$ cat config.mk
export PLATFORM = sky130hd
export DESIGN_NAME = memory_h_seq_flat
export DESIGN_NICKNAME = d
export VERILOG_FILES = /design/src/rtl/lstm_mem_pkg.sv /design/src/rtl/memory_h_seq_if.sv /design/src/rtl/memory_h_seq_unit_step_counter.sv /design/src/rtl/memory_h_seq.sv /design/src/flat_wrapper.sv
export SDC_FILE = /design/constraint.sdc
export NUM_CORES = 1
export LEC_CHECK = 0
export CAP_MARGIN = 5
export CORE_UTILIZATION = 40
export DETAILED_ROUTE_END_ITERATION = 8
export GPL_ROUTABILITY_DRIVEN = 0
export PLACE_DENSITY_LB_ADDON = 0.2
export SYNTH_ARGS = -nofsm -noshare
export SYNTH_HDL_FRONTEND = slang
export SYNTH_SLANG_ARGS = --single-unit
$ cat constraint.sdc
create_clock -name clk -period 2.55 [get_ports clk]
set_clock_uncertainty 0.2 [all_clocks]
set_input_delay 0.51 -clock clk [delete_from_list [all_inputs] [get_ports clk]]
set_output_delay 0.51 -clock clk [all_outputs]
set_load 0.01 [all_outputs]
$ cat src/rtl/lstm_mem_pkg.sv
// Shared definitions for the hidden/cell-state memory sequencers:
// address widths, read FSM states and the slot address helper.
package lstm_mem_pkg;

  localparam int ADDR_W = 12;
  localparam int T_W    = 4;

  typedef enum logic [1:0] {
    RD_IDLE  = 2'd0,
    RD_RUN   = 2'd1,
    RD_DRAIN = 2'd2
  } rd_state_e;

  // Flat address of unit u inside timestep slot t.
  function automatic logic [ADDR_W-1:0] h_slot_addr(
    input logic [T_W-1:0]    t,
    input logic [ADDR_W-1:0] u,
    input int                num_lstm
  );
    int a;
    a = int'(t) * num_lstm + int'(u);
    return a[ADDR_W-1:0];
  endfunction

endpackage

$ cat src/rtl/memory_h_seq_if.sv
// Hidden-value stream and hidden-memory port bundle between the LSTM
// layer, the sequencer and the memory.
interface memory_h_seq_if #(
  parameter int WIDTH = 32
);

  logic                               h_valid;
  logic signed [WIDTH-1:0]            h_data;
  logic                               h_ready;
  logic                               wr;
  logic [lstm_mem_pkg::ADDR_W-1:0]    wr_addr;
  logic [WIDTH-1:0]                   wr_data;
  logic [lstm_mem_pkg::ADDR_W-1:0]    rd_addr;
  logic                               rd_valid;
  logic                               rd_last;

  modport master (
    output h_valid, h_data,
    input  h_ready, wr, wr_addr, wr_data, rd_addr, rd_valid, rd_last
  );

  modport slave (
    input  h_valid, h_data,
    output h_ready, wr, wr_addr, wr_data, rd_addr, rd_valid, rd_last
  );

endinterface

$ cat src/rtl/memory_h_seq_unit_step_counter.sv
// Two-level unit/step counter: inner wraps at INNER-1 and carries into
// outer, which saturates at OUTER and then ignores enable until cleared.
module unit_step_counter #(
  parameter int INNER = 8,
  parameter int OUTER = 7,
  parameter int UW    = 12,
  parameter int TW    = 4
) (
  input  logic          clk,
  input  logic          rst_n,
  input  logic          clr_i,
  input  logic          en_i,
  output logic [UW-1:0] inner_o,
  output logic [TW-1:0] outer_o,
  output logic          inner_tc_o
);

  logic [UW-1:0] inner_q, inner_d;
  logic [TW-1:0] outer_q, outer_d;
  logic          outer_tc;

  assign inner_tc_o = (inner_q == UW'(INNER - 1));
  assign outer_tc   = (outer_q == TW'(OUTER));

  always_comb begin
    inner_d = inner_q;
    outer_d = outer_q;
    if (clr_i) begin
      inner_d = '0;
      outer_d = '0;
    end else if (en_i && !outer_tc) begin
      if (inner_tc_o) begin
        inner_d = '0;
        outer_d = outer_q + TW'(1);
      end else begin
        inner_d = inner_q + UW'(1);
      end
    end
  end

  always_ff @(posedge clk or negedge rst_n) begin
    if (!rst_n) begin
      inner_q <= '0;
      outer_q <= '0;
    end else begin
      inner_q <= inner_d;
      outer_q <= outer_d;
    end
  end

  assign inner_o = inner_q;
  assign outer_o = outer_q;

endmodule

$ cat src/rtl/memory_h_seq.sv
// Hidden-state memory sequencer: write pointer for h_t, read sweeps of one
// slot for h_{t-1}. Optional range checks under MEMORY_H_SEQ_BOUNDS_EN.
//
//   state    | meaning
//   RD_IDLE  | no sweep; rd_start accepted here only
//   RD_RUN   | loading slot addresses, one per cycle without a write
//   RD_DRAIN | last address loaded, waiting for it to be read
module memory_h_seq
  import lstm_mem_pkg::*;
#(
  parameter int WIDTH    = 32,
  parameter int NUM_LSTM = 53,
  parameter int TIMESTEP = 7
) (
  input  logic             clk,
  input  logic             rst,
  input  logic             seq_clr,
  input  logic             rd_start,
  input  logic [T_W-1:0]   rd_t,
  output logic             busy,
  output logic             seq_done,
  output logic             err,
  memory_h_seq_if.slave    bus
);

  logic [ADDR_W-1:0] wu, ru;
  logic [T_W-1:0]    wt;
  logic [0:0]        rd_sweep;
  logic              wu_tc, ru_tc;
  logic              h_full, h_ready, wr;
  logic [WIDTH-1:0]  h_word;

  logic [ADDR_W-1:0] wbase_q, wbase_d;
  logic              seq_done_q, seq_done_d;

  rd_state_e         state_q, state_d;
  logic              start_ok, load_en, consume, exhausted;
  logic              pend_q, pend_d, last_pend_q, last_pend_d;
  logic              rd_valid_q, rd_valid_d, rd_last_q, rd_last_d;
  logic [ADDR_W-1:0] base_q, base_d, rd_addr_q, rd_addr_d;

  // seq_clr blocks the handshake in its own cycle
  assign h_full  = (wt == T_W'(TIMESTEP));
  assign h_ready = !h_full && !seq_clr;
  assign wr      = bus.h_valid && h_ready;
  assign h_word  = bus.h_data;

  unit_step_counter #(
    .INNER(NUM_LSTM), .OUTER(TIMESTEP), .UW(ADDR_W), .TW(T_W)
  ) u_wr_cnt (
    .clk(clk), .rst_n(rst), .clr_i(seq_clr), .en_i(wr),
    .inner_o(wu), .outer_o(wt), .inner_tc_o(wu_tc)
  );

  unit_step_counter #(
    .INNER(NUM_LSTM), .OUTER(1), .UW(ADDR_W), .TW(1)
  ) u_rd_cnt (
    .clk(clk), .rst_n(rst), .clr_i(start_ok), .en_i(load_en),
    .inner_o(ru), .outer_o(rd_sweep), .inner_tc_o(ru_tc)
  );

  assign exhausted = rd_sweep[0];

`ifdef MEMORY_H_SEQ_BOUNDS_EN
  logic err_q, err_d;

  assign start_ok = rd_start && (state_q == RD_IDLE) && (rd_t <= T_W'(TIMESTEP));

  always_comb begin
    err_d = err_q;
    if (seq_clr)
      err_d = 1'b0;
    else if ((rd_start && (state_q == RD_IDLE) && (rd_t > T_W'(TIMESTEP))) ||
             (bus.h_valid && !h_ready))
      err_d = 1'b1;
  end

  always_ff @(posedge clk or negedge rst) begin
    if (!rst) err_q <= 1'b0;
    else      err_q <= err_d;
  end

  assign err = err_q;
`else
  assign start_ok = rd_start && (state_q == RD_IDLE);
  assign err      = 1'b0;
`endif

  // Slot base advances by one slot each time the unit counter wraps
  always_comb begin
    wbase_d = wbase_q;
    if (seq_clr)
      wbase_d = ADDR_W'(NUM_LSTM);
    else if (wr && wu_tc)
      wbase_d = wbase_q + ADDR_W'(NUM_LSTM);
  end

  assign seq_done_d = wr && wu_tc && (wt == T_W'(TIMESTEP - 1));

  // A write cycle freezes the read pipe: the memory cannot read then
  always_comb begin
    state_d = state_q;
    load_en = 1'b0;
    consume = 1'b0;
    case (state_q)
      RD_IDLE: begin
        if (start_ok) state_d = RD_RUN;
      end
      RD_RUN: begin
        if (!wr) begin
          consume = pend_q;
          load_en = !exhausted;
          if (ru_tc) state_d = RD_DRAIN;
        end
      end
      RD_DRAIN: begin
        if (!wr) begin
          consume = pend_q;
          state_d = RD_IDLE;
        end
      end
      default: state_d = RD_IDLE;
    endcase
  end

  always_comb begin
    pend_d      = load_en ? 1'b1 : (consume ? 1'b0 : pend_q);
    rd_addr_d   = load_en ? (base_q + ru) : rd_addr_q;
    last_pend_d = load_en ? ru_tc : last_pend_q;
    rd_valid_d  = consume;
    rd_last_d   = consume && last_pend_q;
    base_d      = start_ok ? h_slot_addr(rd_t, {ADDR_W{1'b0}}, NUM_LSTM) : base_q;
  end

  always_ff @(posedge clk or negedge rst) begin
    if (!rst) begin
      state_q     <= RD_IDLE;
      wbase_q     <= ADDR_W'(NUM_LSTM);
      seq_done_q  <= 1'b0;
      pend_q      <= 1'b0;
      last_pend_q <= 1'b0;
      rd_valid_q  <= 1'b0;
      rd_last_q   <= 1'b0;
      base_q      <= '0;
      rd_addr_q   <= '0;
    end else begin
      state_q     <= state_d;
      wbase_q     <= wbase_d;
      seq_done_q  <= seq_done_d;
      pend_q      <= pend_d;
      last_pend_q <= last_pend_d;
      rd_valid_q  <= rd_valid_d;
      rd_last_q   <= rd_last_d;
      base_q      <= base_d;
      rd_addr_q   <= rd_addr_d;
    end
  end

  assign bus.h_ready  = h_ready;
  assign bus.wr       = wr;
  assign bus.wr_addr  = wr ? (wbase_q + wu) : '0;
  assign bus.wr_data  = h_word;
  assign bus.rd_addr  = rd_addr_q;
  assign bus.rd_valid = rd_valid_q;
  assign bus.rd_last  = rd_last_q;
  assign busy         = (state_q != RD_IDLE);
  assign seq_done     = seq_done_q;

endmodule

$ cat src/flat_wrapper.sv
// flat-port wrapper written by rule: the top's interface ports become plain ports
module memory_h_seq_flat import lstm_mem_pkg::*;
#(
  parameter int WIDTH    = 32,
  parameter int NUM_LSTM = 53,
  parameter int TIMESTEP = 7
)
  (clk, rst, seq_clr, rd_start, rd_t, busy, seq_done, err, bus_h_valid, bus_h_data, bus_h_ready, bus_wr, bus_wr_addr, bus_wr_data, bus_rd_addr, bus_rd_valid, bus_rd_last);
  memory_h_seq_if #(.WIDTH(WIDTH)) bus_i ();
  input  logic clk;
  input  logic rst;
  input  logic seq_clr;
  input  logic rd_start;
  input  logic [T_W-1:0] rd_t;
  output logic busy;
  output logic seq_done;
  output logic err;
  input wire logic [$bits(bus_i.h_valid)-1:0] bus_h_valid;
  input wire logic [$bits(bus_i.h_data)-1:0] bus_h_data;
  output wire logic [$bits(bus_i.h_ready)-1:0] bus_h_ready;
  output wire logic [$bits(bus_i.wr)-1:0] bus_wr;
  output wire logic [$bits(bus_i.wr_addr)-1:0] bus_wr_addr;
  output wire logic [$bits(bus_i.wr_data)-1:0] bus_wr_data;
  output wire logic [$bits(bus_i.rd_addr)-1:0] bus_rd_addr;
  output wire logic [$bits(bus_i.rd_valid)-1:0] bus_rd_valid;
  output wire logic [$bits(bus_i.rd_last)-1:0] bus_rd_last;
  assign bus_i.h_valid = bus_h_valid;
  assign bus_i.h_data = bus_h_data;
  assign bus_h_ready = bus_i.h_ready;
  assign bus_wr = bus_i.wr;
  assign bus_wr_addr = bus_i.wr_addr;
  assign bus_wr_data = bus_i.wr_data;
  assign bus_rd_addr = bus_i.rd_addr;
  assign bus_rd_valid = bus_i.rd_valid;
  assign bus_rd_last = bus_i.rd_last;
  memory_h_seq #(.WIDTH(WIDTH), .NUM_LSTM(NUM_LSTM), .TIMESTEP(TIMESTEP)) u_core (.clk(clk), .rst(rst), .seq_clr(seq_clr), .rd_start(rd_start), .rd_t(rd_t), .busy(busy), .seq_done(seq_done), .err(err), .bus(bus_i));
endmodule
==> summary.log <==
[sta] Min Clock Period, post-route 3.11 ns
[sta] final hold violations 2
[clocking] TritonCTS sink count 70
[place] HPWL after detailed placement 8.59 mm
[critical_path] worst endpoint required time 1.84 ns
[global_route] first-pass GRT wire length 19.2 mm
[route] detailed-route wire length per cell 14.5 um
[floorplan] row count 39
[finish] layout overhead on the synthesized area 26.1%
[sta] number of setup violations in the final report 9
[global_route] maximum number of pins on one net before global-route repair 71
[clocking] root cell of the clock tree sky130_fd_sc_hd__clkbuf_16
[route] total via count after detailed routing 4010
[yosys] number of flip-flops and latches in the synthesized netlist 70
[critical_path] endpoint type of the worst setup path output pin
[route] DRC errors left 5
[critical_path] startpoint kind of the worst setup timing path flop
[place] Area after DPL 5760 um^2
[critical_path] arrival time of data at the critical path endpoint 2.40 ns
[yosys] proportion of synthesized chip area in sequential cells 36.2%
[yosys] number of instances in the synthesized netlist 534
[floorplan] die width 112 um
[finish] number of inserted diodes 0
[sta] setup repair after global routing missed its margin yes
[yosys] Primary FF master, synth sky130_fd_sc_hd__dfrtp_1
[job] max-cap check violation count 0
[clocking] clock latency reported for the late side of the worst-skew pair 0.33 ns
[route] router iterations before antenna repair 9
[critical_path] worst-path maximum fanout 2
[yosys] average size of a mapped cell 9.08 um^2
[clocking] H-tree levels 3
[sta] Setup TNS -3.12 ns
[floorplan] initial core utilization 41.8%
[global_route] overall track demand over capacity in global routing 19.2%
[sta] slew at the pin closest to its max-slew limit 0.496 ns
[clocking] TritonCTS clock tree yes
[sta] Relative slew margins 66.7%
[yosys] Post-synth EDFFs 0
[run_status] outcome finished, violations left
[finish] most frequent standard cell in the layout excluding fill and tap cells sky130_fd_sc_hd__buf_4
[power_and_ir_drop] Leakage 0.00300 uW
[floorplan] core area 11600 um^2
[sta] number of max-slew violations in the final report 0
[clocking] clock buffer count from CTS 9
[route] DRT Wirelength 11.3 mm
[global_route] global route overflow 0
[power_and_ir_drop] Max IR drop VDD 0.553 mV
[power_and_ir_drop] internal power 2690 uW
[finish] final cell utilization of the core 52.6%
[floorplan] I/O pins 104
[global_route] antenna violations before repair 0
[place] quantity of I/O buffers inserted on ports 38
[yosys] syn nets 624
[sta] Final period util 122%
[power_and_ir_drop] Sw Ratio 33.2%
[finish] fin nets 718
[power_and_ir_drop] share of total power in the clock network 29.8%
[yosys] number of distinct library cells after synthesis 58
[power_and_ir_drop] reported net switching power 1340 uW
[power_and_ir_drop] total power divided by cell area 659 nW/um^2
[clocking] Clock Pin Slew Worst Setup and Hold Paths 0.05 ns
[power_and_ir_drop] Logic pwr share 33.9%
[sta] worst hold slack -0.00674 ns
[yosys] total standard cell area after synthesis 4850 um^2
[yosys] FFs w/ async S/R, synth 100%
[run_status] violations in the final reports DRC, hold timing, setup timing
[finish] fraction of final layout cells with drive strength greater than 1 23.4%
[power_and_ir_drop] Pwr Total 4030 uW
[route] number of nets still failing antenna checks after routing 0
[floorplan] Die Height 112 um
[power_and_ir_drop] Sequential Power Share 36.3%
[route] via/cell ratio 5.17
[route] drt first-iter violations 240
[finish] top library cells by usage in the layout, fill and taps aside sky130_fd_sc_hd__buf_4 (83), sky130_fd_sc_hd__nand2_1 (69), sky130_fd_sc_hd__dfrtp_1 (66)
[sta] PnR worst setup slack -0.561 ns
[clocking] maximum count of clock buffers along a single path 2
[floorplan] Total Die Area 12600 um^2
[worst_hold_path] worst min path class in -> async
[finish] final cell area excluding filler cells 6110 um^2
[sta] Fmax achieved 321 MHz
[yosys] Yosys warnings 0
[global_route] via count of the first global-routing pass 3978
[critical_path] Worst Setup Path Type reg -> out
[flip-flops by register name (all words and copies together), names as in the netlist, 2 cells and up]
signal,flops
u_core.base_q,10
u_core.u_wr_cnt.outer_o,4
u_core.u_rd_cnt.inner_o,12
u_core.state_q,2
u_core.wbase_q,12
u_core.bus.rd_addr,12
u_core.u_wr_cnt.inner_o,12
[per-layer routing]
metal  part of all wire, %  track usage, %  up-vias
met2                    44            29.1       77
met5                     0               0        -
met3                   3.8            3.19       21
met1                    50            27.1     1904
li1                      -               -     2008
met4                   1.9            8.36        0
[area by class of cell]
cell class / instances / area (um^2)
timing repair buffer: 126 / 1000
multi-input combinational: 405 / 2830
inverter: 16 / 60.1
clock buffer: 13 / 270
fill: 1088 / 5500
sequential: 70 / 1760
tap: 143 / 179
clock inverter: 3 / 17.5
[what timing repair did]
item | CTS | global route
hold buffers | 0 | 0
cloned | 0 | 0
setup endpoints to repair | 17 | 14
resized for setup | 63 | 13
buffers inserted | 4 | 2
pin swaps | 18 | 13
[stage by stage]
stage          worst slack [ns]  instances
6_report                 -0.561        776
5_1_grt                  -0.690        776
4_1_cts                  -0.594        774
3_5_place_dp             -0.606        754
3_3_place_gp             -0.539        754
2_1_floorplan           -0.0995        534
[synth_stat cells, types with 2 or more instances]
| master | n | area, um^2 |
|---|---|---|
| sky130_fd_sc_hd__a211o_1 | 2 | 17.5 |
| sky130_fd_sc_hd__a211oi_1 | 7 | 52.6 |
| sky130_fd_sc_hd__a21boi_0 | 2 | 15.0 |
| sky130_fd_sc_hd__a21o_1 | 12 | 90.1 |
| sky130_fd_sc_hd__a21oi_1 | 19 | 95.1 |
| sky130_fd_sc_hd__a31oi_1 | 3 | 18.8 |
| sky130_fd_sc_hd__and2_1 | 4 | 25.0 |
| sky130_fd_sc_hd__and3_1 | 8 | 50.1 |
| sky130_fd_sc_hd__and4b_1 | 2 | 20.0 |
| sky130_fd_sc_hd__buf_2 | 2 | 10.0 |
| sky130_fd_sc_hd__buf_4 | 33 | 248 |
| sky130_fd_sc_hd__clkbuf_1 | 6 | 22.5 |
| sky130_fd_sc_hd__clkbuf_8 | 2 | 27.5 |
| sky130_fd_sc_hd__dfrtp_1 | 66 | 1650 |
| sky130_fd_sc_hd__dfstp_2 | 4 | 105 |
| sky130_fd_sc_hd__fa_1 | 2 | 40.0 |
| sky130_fd_sc_hd__ha_1 | 47 | 588 |
| sky130_fd_sc_hd__inv_1 | 16 | 60.1 |
| sky130_fd_sc_hd__nand2_1 | 69 | 259 |
| sky130_fd_sc_hd__nand2b_1 | 6 | 37.5 |
| sky130_fd_sc_hd__nand3_1 | 9 | 45.0 |
| sky130_fd_sc_hd__nand3b_1 | 2 | 15.0 |
| sky130_fd_sc_hd__nand4_1 | 9 | 56.3 |
| sky130_fd_sc_hd__nor2_1 | 48 | 180 |
| sky130_fd_sc_hd__nor2b_1 | 5 | 31.3 |
| sky130_fd_sc_hd__nor3_1 | 17 | 85.1 |
| sky130_fd_sc_hd__nor4b_1 | 2 | 17.5 |
| sky130_fd_sc_hd__o21a_1 | 4 | 30.0 |
| sky130_fd_sc_hd__o21ai_0 | 37 | 185 |
| sky130_fd_sc_hd__o21ai_1 | 2 | 10.0 |
| sky130_fd_sc_hd__o21bai_1 | 4 | 30.0 |
| sky130_fd_sc_hd__o31a_1 | 2 | 17.5 |
| sky130_fd_sc_hd__o31ai_1 | 6 | 45.0 |
| sky130_fd_sc_hd__or3_1 | 4 | 25.0 |
| sky130_fd_sc_hd__xnor2_1 | 20 | 175 |
| sky130_fd_sc_hd__xor2_1 | 29 | 254 |
[path summary, 6_finish.rpt]
path	startpoint	endpoint	slack [ns]	depth (start not counted)
worst max-delay path	u_core.u_wr_cnt.inner_o[0]$_DFFE_PN0P_	bus_wr_addr[10]	-0.56	9
worst min-delay path	rst	u_core.wbase_q[7]$_DFFE_PN0P_	-0.007	2
worst max register to register	u_core.base_q[0]$_DFFE_PN0P_	u_core.bus.rd_addr[8]$_DFFE_PN0P_	0.18	8
worst min register to register	u_core.bus.rd_addr[0]$_DFFE_PN0P_	u_core.bus.rd_addr[0]$_DFFE_PN0P_	0.28	2
max in group asynchronous	rst	u_core.wbase_q[0]$_DFFE_PN1P_	1.81	2
min in group clk	u_core.bus.rd_addr[0]$_DFFE_PN0P_	u_core.bus.rd_addr[0]$_DFFE_PN0P_	0.28	2
[worst max-delay path, cell delays in order (launching register included)]
cell	delay (ns)
sky130_fd_sc_hd__dfrtp_1	0.40
sky130_fd_sc_hd__ha_4	0.17
sky130_fd_sc_hd__fa_2	0.40
sky130_fd_sc_hd__a211oi_4	0.24
sky130_fd_sc_hd__o21bai_1	0.11
sky130_fd_sc_hd__a21o_1	0.19
sky130_fd_sc_hd__a31oi_1	0.18
sky130_fd_sc_hd__xor2_1	0.20
sky130_fd_sc_hd__nor2_1	0.05
sky130_fd_sc_hd__buf_2	0.13
[power by group through the flow]
| stage | logic, uW | registers (uW) | clock network, uW |
|---|---|---|---|
| floorplan | 795 | 1470 | 0 |
| detailed placement | 1350 | 1480 | 0 |
| CTS | 1370 | 1460 | 1240 |
| finish | 1370 | 1460 | 1200 |
| global placement | 1310 | 1470 | 0 |
| global route | 1540 | 1480 | 1280 |
[cell families (layout without fill, tap and decap cells)]
group,Yosys count,count (layout),synth area share (%)
AND/OR/NAND/NOR,199,199,20.5
AO/OA/AOI/OAI,106,106,13.6
flip-flops,70,70,36.2
buffers and inverters,59,158,7.59
adder cells (fa/ha/maj),49,49,13.0
XOR/XNOR,49,49,8.85
other,1,1,0.0773
multiplexers,1,1,0.232
Power figures use the tool's default switching activity.
